File: src/rtl/mpu_ls_controller_if.sv
// ============================================================================
// Module   : mpu_ls_controller_if
// Brief    : Command, load/store-unit and response bundle of the MPU LS controller
// Revision : 1.0 - initial release
// ============================================================================
`default_nettype none

interface mpu_ls_controller_if #(
   parameter int MATRIX_REGISTERS = 8,
   parameter int MATRIX_REG_SIZE  = 3
);
   logic                        cmd_valid_in;
   logic                        cmd_ready_out;
   logic [1:0]                  cmd_op_in;
   logic [MATRIX_REG_SIZE-1:0]  cmd_addr_in;
   logic                        load_en_out;
   logic [MATRIX_REG_SIZE-1:0]  load_addr_out;
   logic                        load_done_in;
   logic                        load_error_in;
   logic                        store_en_out;
   logic [MATRIX_REG_SIZE-1:0]  store_addr_out;
   logic                        store_done_in;
   logic                        resp_valid_out;
   logic [1:0]                  resp_status_out;
   logic [MATRIX_REGISTERS-1:0] reg_valid_out;
   logic                        busy_out;

   // master is the controller side; slave is the command source plus load/store units
   modport master (
      input  cmd_valid_in, cmd_op_in, cmd_addr_in,
      input  load_done_in, load_error_in, store_done_in,
      output cmd_ready_out, load_en_out, load_addr_out, store_en_out, store_addr_out,
      output resp_valid_out, resp_status_out, reg_valid_out, busy_out
   );

   modport slave (
      output cmd_valid_in, cmd_op_in, cmd_addr_in,
      output load_done_in, load_error_in, store_done_in,
      input  cmd_ready_out, load_en_out, load_addr_out, store_en_out, store_addr_out,
      input  resp_valid_out, resp_status_out, reg_valid_out, busy_out
   );
endinterface

`default_nettype wire

File: src/rtl/mpu_ls_controller.sv
// ============================================================================
// Module   : mpu_ls_controller
// Brief    : Load/store command sequencer with register-valid scoreboard and timeout
// Revision : 1.0 - initial release
// ============================================================================
`default_nettype none

module mpu_ls_controller #(
   parameter int MATRIX_REGISTERS = 8,
   parameter int MATRIX_REG_SIZE  = 3,
   parameter int TIMEOUT_CYCLES   = 64
) (
   input  logic                 clk,
   input  logic                 rst,
   mpu_ls_controller_if.master  bus
);

   localparam int c_cnt_w = (TIMEOUT_CYCLES > 1) ? $clog2(TIMEOUT_CYCLES) : 1;
   localparam int c_slots = 1 << MATRIX_REG_SIZE;

   localparam logic [1:0] c_op_nop   = 2'd0;
   localparam logic [1:0] c_op_load  = 2'd1;
   localparam logic [1:0] c_op_store = 2'd2;

   localparam logic [1:0] c_st_ok         = 2'd0;
   localparam logic [1:0] c_st_not_loaded = 2'd1;
   localparam logic [1:0] c_st_timeout    = 2'd2;
   localparam logic [1:0] c_st_illegal    = 2'd3;

   typedef enum logic [1:0] {
      S_IDLE       = 2'd0,
      S_LOAD_WAIT  = 2'd1,
      S_STORE_WAIT = 2'd2,
      S_RESP       = 2'd3
   } state_t;

   state_t                     r_state;
   logic [c_cnt_w-1:0]         r_cnt;
   logic [c_slots-1:0]         r_reg_valid;
   logic                       r_cmd_ready;
   logic                       r_load_en;
   logic [MATRIX_REG_SIZE-1:0] r_load_addr;
   logic                       r_store_en;
   logic [MATRIX_REG_SIZE-1:0] r_store_addr;
   logic                       r_resp_valid;
   logic [1:0]                 r_resp_status;
   logic                       r_busy;

   logic w_accept;
   logic w_addr_legal;
   logic w_expired;

   assign w_accept     = bus.cmd_valid_in & r_cmd_ready;
   assign w_addr_legal = 32'(bus.cmd_addr_in) < 32'(MATRIX_REGISTERS);
   assign w_expired    = (r_cnt == c_cnt_w'(TIMEOUT_CYCLES - 1));

   always_ff @(posedge clk or negedge rst) begin
      if (!rst) begin
         r_state       <= S_IDLE;
         r_cnt         <= '0;
         r_reg_valid   <= '0;
         r_cmd_ready   <= 1'b1;
         r_load_en     <= 1'b0;
         r_load_addr   <= '0;
         r_store_en    <= 1'b0;
         r_store_addr  <= '0;
         r_resp_valid  <= 1'b0;
         r_resp_status <= c_st_ok;
         r_busy        <= 1'b0;
      end else begin
         r_resp_valid <= 1'b0;
         case (r_state)
            S_IDLE: begin
               if (w_accept) begin
                  r_cnt       <= '0;
                  r_cmd_ready <= 1'b0;
                  r_busy      <= 1'b1;
                  if (bus.cmd_op_in == c_op_nop) begin
                     r_state       <= S_RESP;
                     r_resp_valid  <= 1'b1;
                     r_resp_status <= c_st_ok;
                  end else if (bus.cmd_op_in != c_op_load && bus.cmd_op_in != c_op_store
                               || !w_addr_legal) begin
                     r_state       <= S_RESP;
                     r_resp_valid  <= 1'b1;
                     r_resp_status <= c_st_illegal;
                  end else if (bus.cmd_op_in == c_op_load) begin
                     // A reload invalidates the register until the new data is complete
                     r_state                   <= S_LOAD_WAIT;
                     r_load_en                 <= 1'b1;
                     r_load_addr               <= bus.cmd_addr_in;
                     r_reg_valid[bus.cmd_addr_in] <= 1'b0;
                  end else if (!r_reg_valid[bus.cmd_addr_in]) begin
                     r_state       <= S_RESP;
                     r_resp_valid  <= 1'b1;
                     r_resp_status <= c_st_not_loaded;
                  end else begin
                     r_state      <= S_STORE_WAIT;
                     r_store_en   <= 1'b1;
                     r_store_addr <= bus.cmd_addr_in;
                  end
               end
            end

            S_LOAD_WAIT: begin
               r_cnt <= r_cnt + 1'b1;
               // Error outranks done, and done outranks an expiring timeout
               if (bus.load_error_in) begin
                  r_state       <= S_RESP;
                  r_load_en     <= 1'b0;
                  r_resp_valid  <= 1'b1;
                  r_resp_status <= c_st_illegal;
               end else if (bus.load_done_in) begin
                  r_state                  <= S_RESP;
                  r_load_en                <= 1'b0;
                  r_resp_valid             <= 1'b1;
                  r_resp_status            <= c_st_ok;
                  r_reg_valid[r_load_addr] <= 1'b1;
               end else if (w_expired) begin
                  r_state       <= S_RESP;
                  r_load_en     <= 1'b0;
                  r_resp_valid  <= 1'b1;
                  r_resp_status <= c_st_timeout;
               end
            end

            S_STORE_WAIT: begin
               r_cnt <= r_cnt + 1'b1;
               if (bus.store_done_in || w_expired) begin
                  r_state       <= S_RESP;
                  r_store_en    <= 1'b0;
                  r_resp_valid  <= 1'b1;
                  r_resp_status <= bus.store_done_in ? c_st_ok : c_st_timeout;
               end
            end

            S_RESP: begin
               r_state     <= S_IDLE;
               r_cmd_ready <= 1'b1;
               r_busy      <= 1'b0;
            end

            default: begin
               r_state     <= S_IDLE;
               r_cmd_ready <= 1'b1;
               r_busy      <= 1'b0;
               r_load_en   <= 1'b0;
               r_store_en  <= 1'b0;
            end
         endcase
      end
   end

   assign bus.cmd_ready_out   = r_cmd_ready;
   assign bus.load_en_out     = r_load_en;
   assign bus.load_addr_out   = r_load_addr;
   assign bus.store_en_out    = r_store_en;
   assign bus.store_addr_out  = r_store_addr;
   assign bus.resp_valid_out  = r_resp_valid;
   assign bus.resp_status_out = r_resp_status;
   assign bus.reg_valid_out   = r_reg_valid[MATRIX_REGISTERS-1:0];
   assign bus.busy_out        = r_busy;

endmodule

`default_nettype wire

File: src/flat_wrapper.sv
// flat-port wrapper written by rule: the top's interface ports become plain ports
module mpu_ls_controller_flat 
#(
   parameter int MATRIX_REGISTERS = 8,
   parameter int MATRIX_REG_SIZE  = 3,
   parameter int TIMEOUT_CYCLES   = 64
)
  (clk, rst, bus_cmd_valid_in, bus_cmd_op_in, bus_cmd_addr_in, bus_load_done_in, bus_load_error_in, bus_store_done_in, bus_cmd_ready_out, bus_load_en_out, bus_load_addr_out, bus_store_en_out, bus_store_addr_out, bus_resp_valid_out, bus_resp_status_out, bus_reg_valid_out, bus_busy_out);
  mpu_ls_controller_if #(.MATRIX_REGISTERS(MATRIX_REGISTERS), .MATRIX_REG_SIZE(MATRIX_REG_SIZE)) bus_i ();
  input  logic clk;
  input  logic rst;
  input wire logic [$bits(bus_i.cmd_valid_in)-1:0] bus_cmd_valid_in;
  input wire logic [$bits(bus_i.cmd_op_in)-1:0] bus_cmd_op_in;
  input wire logic [$bits(bus_i.cmd_addr_in)-1:0] bus_cmd_addr_in;
  input wire logic [$bits(bus_i.load_done_in)-1:0] bus_load_done_in;
  input wire logic [$bits(bus_i.load_error_in)-1:0] bus_load_error_in;
  input wire logic [$bits(bus_i.store_done_in)-1:0] bus_store_done_in;
  output wire logic [$bits(bus_i.cmd_ready_out)-1:0] bus_cmd_ready_out;
  output wire logic [$bits(bus_i.load_en_out)-1:0] bus_load_en_out;
  output wire logic [$bits(bus_i.load_addr_out)-1:0] bus_load_addr_out;
  output wire logic [$bits(bus_i.store_en_out)-1:0] bus_store_en_out;
  output wire logic [$bits(bus_i.store_addr_out)-1:0] bus_store_addr_out;
  output wire logic [$bits(bus_i.resp_valid_out)-1:0] bus_resp_valid_out;
  output wire logic [$bits(bus_i.resp_status_out)-1:0] bus_resp_status_out;
  output wire logic [$bits(bus_i.reg_valid_out)-1:0] bus_reg_valid_out;
  output wire logic [$bits(bus_i.busy_out)-1:0] bus_busy_out;
  assign bus_i.cmd_valid_in = bus_cmd_valid_in;
  assign bus_i.cmd_op_in = bus_cmd_op_in;
  assign bus_i.cmd_addr_in = bus_cmd_addr_in;
  assign bus_i.load_done_in = bus_load_done_in;
  assign bus_i.load_error_in = bus_load_error_in;
  assign bus_i.store_done_in = bus_store_done_in;
  assign bus_cmd_ready_out = bus_i.cmd_ready_out;
  assign bus_load_en_out = bus_i.load_en_out;
  assign bus_load_addr_out = bus_i.load_addr_out;
  assign bus_store_en_out = bus_i.store_en_out;
  assign bus_store_addr_out = bus_i.store_addr_out;
  assign bus_resp_valid_out = bus_i.resp_valid_out;
  assign bus_resp_status_out = bus_i.resp_status_out;
  assign bus_reg_valid_out = bus_i.reg_valid_out;
  assign bus_busy_out = bus_i.busy_out;
  mpu_ls_controller #(.MATRIX_REGISTERS(MATRIX_REGISTERS), .MATRIX_REG_SIZE(MATRIX_REG_SIZE), .TIMEOUT_CYCLES(TIMEOUT_CYCLES)) u_core (.clk(clk), .rst(rst), .bus(bus_i));
endmodule
File: config.mk
export PLATFORM = sky130hd
export DESIGN_NAME = mpu_ls_controller_flat
export DESIGN_NICKNAME = d
export VERILOG_FILES = /design/src/rtl/mpu_ls_controller_if.sv /design/src/rtl/mpu_ls_controller.sv /design/src/flat_wrapper.sv
export SDC_FILE = /design/constraint.sdc
export NUM_CORES = 1
export LEC_CHECK = 0
export ABC_AREA = 0
export BUFFER_PORTS_ARGS = -buffer_cell sky130_fd_sc_hd__clkbuf_2
export CORE_MARGIN = 2
export CORE_UTILIZATION = 57
export CTS_BUF_LIST = sky130_fd_sc_hd__clkbuf_8
export DETAILED_ROUTE_END_ITERATION = 16
export GPL_TIMING_DRIVEN = 0
export PLACE_DENSITY_LB_ADDON = 0.2
export SYNTH_ARGS = -nofsm -noshare
export SYNTH_HDL_FRONTEND = slang
export SYNTH_SLANG_ARGS = --single-unit
File: constraint.sdc
create_clock -name clk -period 1.94 [get_ports clk]
set_input_delay 0.388 -clock clk [delete_from_list [all_inputs] [get_ports clk]]
set_output_delay 0.388 -clock clk [all_outputs]
set_load 0.02 [all_outputs]
=== Yosys cells after proc, flatten, opt, wreduce, memory -nomap -nowiden ===
Cells that the tools add are included.

* Bits of input ports: 11
* Register bits: 29
* Logic and storage cells: 128
* Output and inout port bits: 21

* Magnitude comparators: 4
* Equality and inequality tests: 19
* Add/sub/neg operators: 1
* Mux-type cells: 65
* Bitwise operators: 7
* Reduce and logical (&&, ||, !) cells: 21

{| class="wikitable"
|+ Operators with widths
! operator !! number
|-
| 8-bit 2-to-1 mux || 6
|-
| 2-bit 2-to-1 mux || 18
|-
| 1-bit 2-to-1 mux || 28
|-
| 6-bit AND reduction || 3
|-
| 8-bit case mux with 2 select lines || 1
|-
| 7-bit AND reduction || 2
|-
| 2-bit != test (second input constant) || 6
|-
| 6-bit case mux with 2 select lines || 1
|-
| 2-bit by 1-bit != test with 1-bit output (second input constant) || 5
|-
| 8-bit bitwise AND || 1
|-
| 3-bit by 4-bit < comparator with 1-bit output (second input constant) || 2
|-
| 4-bit by 2-bit != test with 1-bit output (second input constant) || 2
|-
| 8-bit NOT || 1
|-
| 8-bit OR || 1
|-
| 1-bit case mux with 2 select lines || 4
|-
| 2-bit case mux with 4 select lines || 1
|-
| 2-bit nonzero test || 4
|-
| 6-bit by 1-bit adder with 6-bit output (second input constant) || 1
|-
| 1-bit demux with 3-bit select || 2
|-
| 6-bit equality test (second input constant) || 1
|-
| 3-bit by 1-bit greater-or-equal comparator with 1-bit output (second input constant) || 2
|-
| 6-bit 2-to-1 mux || 1
|-
| 2-bit case mux with 3 select lines || 1
|-
| 5-bit AND reduction || 1
|-
| other kinds (14) || 22
|}

=== Logic depth before layout (Yosys ltp) ===
Gate-level depths: netlist of the first run.

* Depth after elaboration: 11
* Gate-level depth with buffers: 8
* Gate-level depth less buffers: 7

=== Worst setup path before layout of the first run ===
No wires, ideal clock.

* Path type: in2reg
* Start point: input port bus_cmd_op_in[1]
* End point: register u_core.r_reg_valid[2], in the netlist u_core.bus.reg_valid_out[2]
* Cell stages on the path: 7
* Setup time: 0.079 ns
* Required time: 1.861 ns
* Setup slack: 0.116 ns
* Buffers on the path: 0
* Arrival: 1.744 ns
* Cell sequence: inv_1 > ha_1 > nor2b_1 > nand3_2 > a211o_1 > nor4_1 > a2bb2oi_1

* Word-level cells in the longest chain between the ends: 4
* Elaborated cells on any way between the ends: 9
* Classes of those cells: eq/ne: 6; reduce/logical: 3

{| class="wikitable"
|+ RTL lines
! element !! line !! source
|-
| start, declared || flat_wrapper.sv:13 || <nowiki>input wire logic [$bits(bus_i.cmd_op_in)-1:0] bus_cmd_op_in;</nowiki>
|-
| 2-bit by 1-bit != test with 1-bit output / 2-bit != test (equally long branches) || mpu_ls_controller.sv:82 || <nowiki>end else if (bus.cmd_op_in != c_op_load && bus.cmd_op_in != c_op_store</nowiki>
|-
| 1-bit logical AND || mpu_ls_controller.sv:82 ||
|-
| 2-bit != test (no line) || n/a ||
|-
| 7-bit AND reduction (no line) (*) || n/a ||
|-
| end signal, assigned || mpu_ls_controller.sv:61 || <nowiki>r_reg_valid <= '0;</nowiki>
|-
| end signal, assigned by index || mpu_ls_controller.sv:92 || <nowiki>r_reg_valid[bus.cmd_addr_in] <= 1'b0;</nowiki>
|-
| end signal, assigned by index || mpu_ls_controller.sv:118 || <nowiki>r_reg_valid[r_load_addr] <= 1'b1;</nowiki>
|-
| end, declared || mpu_ls_controller.sv:39 || <nowiki>logic [c_slots-1:0] r_reg_valid;</nowiki>
|}

Mark *: on every way between the ends. The rest lies on a longest branch, timed or not.
A chain may end at the register's enable or synchronous reset.

=== Worst setup path after layout of the first run ===
* Start point: register u_core.r_state[1]
* End point: register u_core.r_resp_status[1], in the netlist u_core.bus.resp_status_out[1]

* Word-level cells in the longest chain between the ends: 3
* Elaborated cells on any way between the ends: 11
* Classes of those cells: eq/ne: 7; mux: 1; reduce/logical: 3

{| class="wikitable"
|+ RTL lines
! element !! line !! source
|-
| start, declared || mpu_ls_controller.sv:37 || <nowiki>state_t r_state;</nowiki>
|-
| start signal, assigned || mpu_ls_controller.sv:59 || <nowiki>r_state <= S_IDLE;</nowiki>
|-
| start signal, assigned || mpu_ls_controller.sv:79 || <nowiki>r_state <= S_RESP;</nowiki>
|-
| start signal, assigned || mpu_ls_controller.sv:84 || <nowiki>r_state <= S_RESP;</nowiki>
|-
| 2-bit by 1-bit equality test with 1-bit output, or another cell as far along || mpu_ls_controller.sv:72 || <nowiki>case (r_state)</nowiki>
|-
| 4-bit by 3-bit != test with 1-bit output (no line), or another cell as far along || n/a ||
|-
| 6-bit AND reduction (no line) || n/a ||
|-
| end signal, assigned || mpu_ls_controller.sv:68 || <nowiki>r_resp_status <= c_st_ok;</nowiki>
|-
| end signal, assigned || mpu_ls_controller.sv:81 || <nowiki>r_resp_status <= c_st_ok;</nowiki>
|-
| end signal, assigned || mpu_ls_controller.sv:86 || <nowiki>r_resp_status <= c_st_illegal;</nowiki>
|-
| end, declared || mpu_ls_controller.sv:46 || <nowiki>logic [1:0] r_resp_status;</nowiki>
|}

Parallel ways exist; a longest one is shown, timed or not.

==> impl_metrics.prom, run 1 <==
# TYPE chip_impl_metric gauge
chip_impl_metric{name="proportion_of_register_bits_with_asynchronous_set_or_reset_after_synthesis",unit="%"} 100
chip_impl_metric{name="cts_num_sinks",unit=""} 29
chip_impl_metric{name="post-synth-top-area-fraction",unit="%"} 40.3
chip_impl_metric{name="clock_skew",unit="ps"} 7.80
chip_impl_info{name="synthFlopType",value="dfrtp_1"} 1
chip_impl_info{name="cts_root_buffer",value="clkbuf_8"} 1
chip_impl_metric{name="antenna_found_initial",unit=""} 0
chip_impl_metric{name="global_route.usage.total",unit="%"} 25.3
chip_impl_metric{name="routed-wl-met3",unit="um"} 201
chip_impl_metric{name="detail_route.first_pass.iterations",unit=""} 5
chip_impl_info{name="run_status",value="completed"} 1
chip_impl_metric{name="number_of_maximum_capacitance_constraint_violations",unit=""} 0
chip_impl_metric{name="cts.reportedPaths.clkPinSlew",unit="ps"} 70
chip_impl_metric{name="drt-initial-drc-count",unit=""} 114
chip_impl_metric{name="final_min_period_over_clock_period",unit="%"} 96.2
chip_impl_metric{name="core_area",unit="um2"} 2980
chip_impl_metric{name="post-route-worst-setup-slack",unit="ps"} 73.9
chip_impl_metric{name="overflow",unit=""} 0
chip_impl_metric{name="vdd.ir_drop.worst",unit="mV"} 0.899
chip_impl_metric{name="floorplan.io_pins",unit=""} 32
chip_impl_metric{name="power.density_cell_area",unit="nW/um2"} 1420
chip_impl_info{name="critical-path-slowest-cell",value="dfrtp_1"} 1
chip_impl_metric{name="synth_sequential_area_ratio",unit="%"} 41.8
chip_impl_metric{name="initial_core_util",unit="%"} 58.4
chip_impl_metric{name="routed_via_density",unit=""} 6.10
chip_impl_info{name="synth.largest_area_cell",value="dfrtp_1"} 1
chip_impl_metric{name="drive_gt1_share",unit="%"} 30.3
chip_impl_metric{name="vias",unit=""} 1550
chip_impl_metric{name="gpl.final_weighted_congestion",unit=""} 0.944
chip_impl_metric{name="post_synth_num_cell_types",unit=""} 47
chip_impl_metric{name="clock_tree.buffer_depth",unit=""} 2
chip_impl_metric{name="hold_viol_final",unit=""} 0
chip_impl_metric{name="synth_seq_cells",unit=""} 29
chip_impl_info{name="clock_tree_from_tritoncts",value="built"} 1
chip_impl_info{name="synth.top_cells.by_area",value="dfrtp_1 40%, ha_1 6.5%, nand2_1 4.3%"} 1
chip_impl_metric{name="numPortBuffers",unit=""} 30
chip_impl_metric{name="route.antenna.remaining_nets",unit=""} 0
chip_impl_metric{name="slew_viol_final",unit=""} 0
chip_impl_metric{name="area.growth.synth_to_final",unit="%"} 19.4
chip_impl_metric{name="cts_buffers",unit=""} 5
chip_impl_metric{name="post-route-drc-count",unit=""} 0
chip_impl_metric{name="power.leakage",unit="nW"} 0.983
chip_impl_metric{name="synth_warnings",unit=""} 0
chip_impl_info{name="synth_commonest_cells",value="28 x dfrtp_1, 20 x nand2_1, 15 x o21ai_0"} 1
chip_impl_metric{name="worst_endpoint_data_arrival_time",unit="ps"} 2020
chip_impl_metric{name="synth.cell_area",unit="um2"} 1740
chip_impl_metric{name="route.detailed.wl_per_inst",unit="um"} 15.7
chip_impl_info{name="startpoint_type",value="flip-flop"} 1
chip_impl_metric{name="insertion_delay",unit="ps"} 280
chip_impl_metric{name="critical_path.max_stage_delay",unit="ps"} 390
chip_impl_info{name="crit_type",value="reg -> reg"} 1
chip_impl_info{name="worstSetupEndpointType",value="flip-flop"} 1
chip_impl_info{name="hold_path_class",value="in -> async"} 1
chip_impl_metric{name="floorplan.die_area",unit="um2"} 3510
chip_impl_metric{name="worst-slew-pin-transition",unit="ps"} 708
chip_impl_metric{name="antenna_fix_cells",unit=""} 0
chip_impl_metric{name="grt_max_degree",unit=""} 30
chip_impl_metric{name="grt_pass1_vias",unit=""} 1482
chip_impl_metric{name="wl_met2",unit="um"} 2010
chip_impl_metric{name="detailed_place_hpwl",unit="um"} 2920
chip_impl_metric{name="synthesis.nets",unit=""} 203
chip_impl_info{name="top_layer_used",value="met4"} 1
chip_impl_metric{name="synthesis.area_per_instance",unit="um2"} 9.50
chip_impl_metric{name="placedInstanceArea",unit="um2"} 1930
chip_impl_info{name="yosys.cell_count.top_type",value="dfrtp_1"} 1
chip_impl_metric{name="fill_cells",unit=""} 241
chip_impl_metric{name="grt_pass1_wl",unit="um"} 6670
chip_impl_metric{name="htree_levels",unit=""} 2
chip_impl_metric{name="path_max_fanout",unit=""} 10
chip_impl_metric{name="routedLengthMet1",unit="um"} 1680
chip_impl_metric{name="placementRows",unit=""} 20
chip_impl_metric{name="design_area",unit="um2"} 2080
chip_impl_metric{name="final_nets",unit=""} 240
chip_impl_metric{name="setup-violations-final",unit=""} 0
chip_impl_metric{name="post_synth_edffs",unit=""} 0
chip_impl_metric{name="die_width",unit="um"} 59.2
chip_impl_metric{name="relSlewSlack",unit="%"} 52.8
chip_impl_info{name="rsz0062_at_grt",value="true"} 1
chip_impl_metric{name="syn-instance-count",unit=""} 183
chip_impl_metric{name="floorplan.die.height",unit="um"} 59.2
chip_impl_metric{name="achievable-frequency",unit="MHz"} 536
chip_impl_metric{name="pre_cts_ws",unit="ps"} -207
chip_impl_metric{name="finalWirelength",unit="um"} 3980
chip_impl_metric{name="timing.critical_path.required",unit="ps"} 2100
chip_impl_info{name="cells_along_the_critical_path",value="inv_2 -> ha_1 -> clkbuf_2 -> a21oi_2 -> o21ai_0 -> o21ba_2 -> mux2_1"} 1
chip_impl_metric{name="finalCriticalPeriod",unit="ps"} 1870
[where the power goes]
part | internal (W) | switching [W]
clock | 0.000320 | 0.000222
combinational | 0.000561 | 0.000876
sequential | 0.000806 | 0.000170
[registers in the layout, indices dropped and copies added, names as in the netlist]
register                    cells
u_core.bus.reg_valid_out        8
u_core.r_cnt                    6
u_core.bus.load_addr_out        3
u_core.bus.store_addr_out       3
u_core.bus.resp_status_out      2
u_core.r_state                  2
u_core.bus.busy_out             1
u_core.bus.cmd_ready_out        1
u_core.bus.load_en_out          1
u_core.bus.resp_valid_out       1
u_core.bus.store_en_out         1
[logic make-up (layout without fill, tap and decap cells)]
kind of cell | count (synthesis) | count (layout) | synth area share, %
DFF | 29 | 29 | 41.8
AOI/OAI and AO/OA | 51 | 51 | 19.6
and+or+nand+nor | 63 | 63 | 19.6
muxes | 13 | 13 | 8.06
adders and majority gates | 9 | 9 | 6.47
buffers and inverters | 18 | 56 | 4.46
[final cells by class]
cell class,instances,area [um2],area share (%)
sequential,29,727,35.0
inverter,11,41.3,1.99
multi-input combinational,136,971,46.7
tap,33,41.3,1.99
clock inverter,1,5.00,0.241
buffer,6,37.5,1.81
clock buffer,7,96.3,4.64
timing repair buffer,31,158,7.59
[worst paths after layout]
check,startpoint,end,slack [ps],depth (start not counted)
max,u_core.r_state[1],u_core.bus.resp_status_out[1],70,7
min,rst,u_core.bus.load_addr_out[2],150,1
max reg2reg,u_core.r_state[1],u_core.bus.resp_status_out[1],70,7
min reg2reg,u_core.bus.store_addr_out[0],u_core.bus.store_addr_out[0],490,1
max in group asynchronous,rst,u_core.bus.store_en_out,1340,1
min in group clk,bus_cmd_addr_in[0],u_core.bus.reg_valid_out[3],400,2
[metal layers]
metal  GRT usage (%)  up-vias
met2            42.2       58
met1            31.8      747
met3            5.24       10
li1                -      735
met4            10.1        0
met5               0        -
[critical path, delay by kind of cell (launching register included)]
kind | cells | cell delay (ps)
AO/OA/AOI/OAI | 3 | 530
adder cells (fa/ha/maj) | 1 | 220
buffers and inverters | 2 | 280
multiplexers | 1 | 330
flip-flops | 1 | 390
[per-stage QoR]
stage | std cells | util, % | setup TNS, ps | hold WS (ps) | total power (W)
final | 254 | 69.7 | 0 | 146 | 0.00295
after floorplan | 183 | - | 0 | 92.4 | 0.00193
after global placement | 246 | 64.8 | -514 | 460 | 0.00227
after global routing | 254 | 69.7 | -70.7 | 212 | 0.00315
after CTS | 255 | 68.9 | 0 | 180 | 0.00292
after detailed placement | 246 | 64.8 | -965 | 479 | 0.00233
[cell usage in the layout (no fill, tap or decap), types with 2 or more instances in the layout]
master,Yosys,routed
clkbuf_2,0,31
a21oi_2,1,3
o21ai_1,3,3
ha_1,9,8
a2bb2oi_1,2,2
nand3_1,8,8
nor2_1,8,8
buf_4,2,4
a21oi_1,8,6
a31oi_1,5,5
nor3_2,1,2
nand4_1,2,2
nand2_1,20,20
mux2_1,5,5
inv_2,1,3
nor2b_1,3,2
nand2b_1,5,5
a22o_1,4,4
a21o_1,3,3
mux2_2,3,3
mux2i_1,5,5
inv_1,10,8
dfrtp_1,28,28
clkbuf_8,0,7
o21ai_0,15,15
buf_2,2,2
o31ai_1,2,2
nor3_1,4,3
[what timing repair did]
action                     in CTS  in global routing
setup endpoints to repair       9                 10
gates resized for setup         5                  9
hold buffers                    0                  0
pin swaps                       1                  2
setup buffers                   1                  0
(Power assumes the default switching activity.)
==> run 2, diff against run 1 <==
Settings changed: REMOVE_ABC_BUFFERS set to 1.
==> impl_metrics.prom, run 2 (same netlist as run 1, synthesis figures left out) <==
# TYPE chip_impl_metric gauge
chip_impl_metric{name="cts_buffers",unit=""} 5
chip_impl_info{name="cts_root_buffer",value="clkbuf_8"} 1
chip_impl_metric{name="gpl.final_weighted_congestion",unit=""} 0.896
chip_impl_metric{name="power.density_cell_area",unit="nW/um2"} 1440
chip_impl_info{name="run_status",value="completed"} 1
chip_impl_metric{name="setup-violations-final",unit=""} 0
chip_impl_metric{name="instances_no_fill",unit=""} 250
chip_impl_metric{name="power.switching_fraction",unit="%"} 42.5
chip_impl_info{name="startpoint_type",value="flip-flop"} 1
chip_impl_metric{name="grt_pass1_wl",unit="um"} 6400
chip_impl_info{name="clock_tree_from_tritoncts",value="built"} 1
chip_impl_metric{name="detail_route.first_pass.iterations",unit=""} 4
chip_impl_metric{name="power_frac_comb",unit="%"} 48.2
chip_impl_metric{name="placedInstanceArea",unit="um2"} 1900
chip_impl_info{name="critical-path-slowest-cell",value="dfrtp_1"} 1
chip_impl_info{name="commonest_cells_after_routing_fill_and_taps_aside",value="31 x clkbuf_2, 28 x dfrtp_1, 20 x nand2_1"} 1
chip_impl_metric{name="worst_endpoint_data_arrival_time",unit="ps"} 2040
chip_impl_metric{name="number_of_maximum_capacitance_constraint_violations",unit=""} 0
chip_impl_metric{name="hold_viol_final",unit=""} 0
chip_impl_metric{name="final_min_period_over_clock_period",unit="%"} 94.0
chip_impl_metric{name="floorplan.die.height",unit="um"} 59.2
chip_impl_metric{name="clock_skew",unit="ps"} 4.91
chip_impl_metric{name="design_area",unit="um2"} 2050
chip_impl_metric{name="vias",unit=""} 1521
chip_impl_metric{name="htree_levels",unit=""} 2
chip_impl_metric{name="cts.reportedPaths.clkPinSlew",unit="ps"} 70
chip_impl_metric{name="die_width",unit="um"} 59.2
chip_impl_metric{name="power.internal",unit="W"} 0.00169
chip_impl_metric{name="power.leakage",unit="nW"} 0.963
chip_impl_metric{name="critical_path.max_stage_delay",unit="ps"} 410
chip_impl_metric{name="net-switching-power",unit="W"} 0.00125
chip_impl_metric{name="post-route-drc-count",unit=""} 0
chip_impl_info{name="hold_path_class",value="in -> async"} 1
chip_impl_metric{name="detailed_place_hpwl",unit="um"} 2790
chip_impl_metric{name="core_area",unit="um2"} 2980
chip_impl_metric{name="post_cts_hold_buffer_count",unit=""} 0
chip_impl_metric{name="grt_max_degree",unit=""} 30
chip_impl_metric{name="relSlewSlack",unit="%"} 52.3
chip_impl_metric{name="cts_num_sinks",unit=""} 29
chip_impl_metric{name="global_route.usage.total",unit="%"} 24.6
chip_impl_info{name="cells_along_the_critical_path",value="inv_2 -> ha_4 -> and3_4 -> nand3_2 -> a211o_1 -> nor4_2 -> a2bb2oi_1"} 1
chip_impl_info{name="crit_type",value="reg -> reg"} 1
chip_impl_metric{name="clock_tree.buffer_depth",unit=""} 2
chip_impl_metric{name="finalCriticalPeriod",unit="ps"} 1820
chip_impl_metric{name="antenna_fix_cells",unit=""} 0
chip_impl_metric{name="power.clock.fraction",unit="%"} 19.0
chip_impl_metric{name="floorplan.io_pins",unit=""} 32
chip_impl_metric{name="p_seq_share",unit="%"} 32.8
chip_impl_metric{name="finalWirelength",unit="um"} 3890
chip_impl_metric{name="path_max_fanout",unit=""} 6
chip_impl_metric{name="insertion_delay",unit="ps"} 290
chip_impl_metric{name="floorplan.die_area",unit="um2"} 3510
chip_impl_metric{name="grt_pass1_vias",unit=""} 1461
chip_impl_metric{name="slew_viol_final",unit=""} 0
chip_impl_metric{name="antenna_found_initial",unit=""} 0
chip_impl_info{name="worstSetupEndpointType",value="flip-flop"} 1
chip_impl_metric{name="route.detailed.wl_per_inst",unit="um"} 15.6
chip_impl_metric{name="area.growth.synth_to_final",unit="%"} 17.9
chip_impl_metric{name="achievable-frequency",unit="MHz"} 549
chip_impl_metric{name="drive_gt1_share",unit="%"} 29.0
chip_impl_metric{name="final_nets",unit=""} 236
chip_impl_metric{name="routed_via_density",unit=""} 6.08
chip_impl_metric{name="worst-slew-pin-transition",unit="ps"} 716
chip_impl_info{name="commonest_non_fill_non_tap_cell_in_the_layout",value="clkbuf_2"} 1
chip_impl_metric{name="dp.cells",unit=""} 240
chip_impl_metric{name="placementRows",unit=""} 20
chip_impl_metric{name="hold_slack",unit="ps"} 141
chip_impl_metric{name="vdd.ir_drop.worst",unit="mV"} 0.813
chip_impl_metric{name="overflow",unit=""} 0
chip_impl_metric{name="numPortBuffers",unit=""} 31
chip_impl_metric{name="route.antenna.remaining_nets",unit=""} 0
chip_impl_metric{name="final_core_util",unit="%"} 68.9
chip_impl_metric{name="drt-initial-drc-count",unit=""} 76
chip_impl_metric{name="largest_register_ff_count",unit=""} 8
chip_impl_metric{name="initial_core_util",unit="%"} 58.4
chip_impl_metric{name="timing.critical_path.required",unit="ps"} 2160
## run 2: final timing paths
check	from	end	slack [ps]	cells after the start
worst max-delay path	u_core.r_state[1]	u_core.bus.reg_valid_out[2]	120	7
worst min register to register	u_core.bus.resp_status_out[1]	u_core.bus.resp_status_out[1]	490	1
worst min-delay path	rst	u_core.bus.reg_valid_out[1]	140	1
max in group asynchronous	rst	u_core.bus.load_addr_out[0]	1340	1
worst max register to register	u_core.r_state[1]	u_core.bus.reg_valid_out[2]	120	7
min in group clk	bus_cmd_addr_in[0]	u_core.bus.reg_valid_out[3]	490	2
## run 2: worst max-delay path, delay by kind of cell (launching register included)
| family | cells | cell delay [ps] |
|---|---|---|
| AOI/OAI and AO/OA | 2 | 530 |
| and+or+nand+nor | 3 | 550 |
| DFF | 1 | 410 |
| adders and majority gates | 1 | 140 |
| buffers and inverters | 1 | 120 |
## run 2: cell type report
type,count,area (um2)
Multi-Input combinational cell,136,970
Fill cell,240,927
Sequential cell,29,727
Timing Repair Buffer,33,170
Clock buffer,7,96.3
Inverter,11,41.3
Tap cell,33,41.3
Clock inverter,1,5.00
## run 2: metrics by stage
step | setup TNS, ps | setup WS, ps | power, W
after floorplan | 0 | 9.50 | 0.00190
after detailed placement | -1620 | -308 | 0.00229
final | 0 | 117 | 0.00295
after global placement | -1220 | -255 | 0.00223
after CTS | 0 | 55.1 | 0.00294
after global routing | -23.4 | -23.4 | 0.00317
## run 2: what timing repair did
| item | in CTS | in global routing |
|---|---|---|
| setup endpoints to repair | 10 | 3 |
| gates resized for setup | 5 | 5 |
| pin swaps | 2 | 1 |
| endpoints found under the hold margin | 0 | 0 |
| cloned | 0 | 0 |
| setup buffers | 2 | 0 |
## run 2: power by group through the flow
stage / Sequential [W] / Clock [W] / Combinational (W)
3_5_place_dp: 0.000968 / 0 / 0.00132
3_3_place_gp: 0.000956 / 0 / 0.00127
2_1_floorplan: 0.00111 / 0 / 0.000784
5_1_grt: 0.000997 / 0.000594 / 0.00158
4_1_cts: 0.000965 / 0.000573 / 0.00140
6_report: 0.000968 / 0.000560 / 0.00142
## run 2: routing by layer
| metal | part of all wire (%) | wire, um | global-route usage (%) |
|---|---|---|---|
| met1 | 43 | 1660 | 28.9 |
| met2 | 48 | 1860 | 39.6 |
| met3 | 7.1 | 278 | 8.08 |
| met4 | 2.5 | 97 | 13.3 |
| met5 | 0 | 0 | 0 |
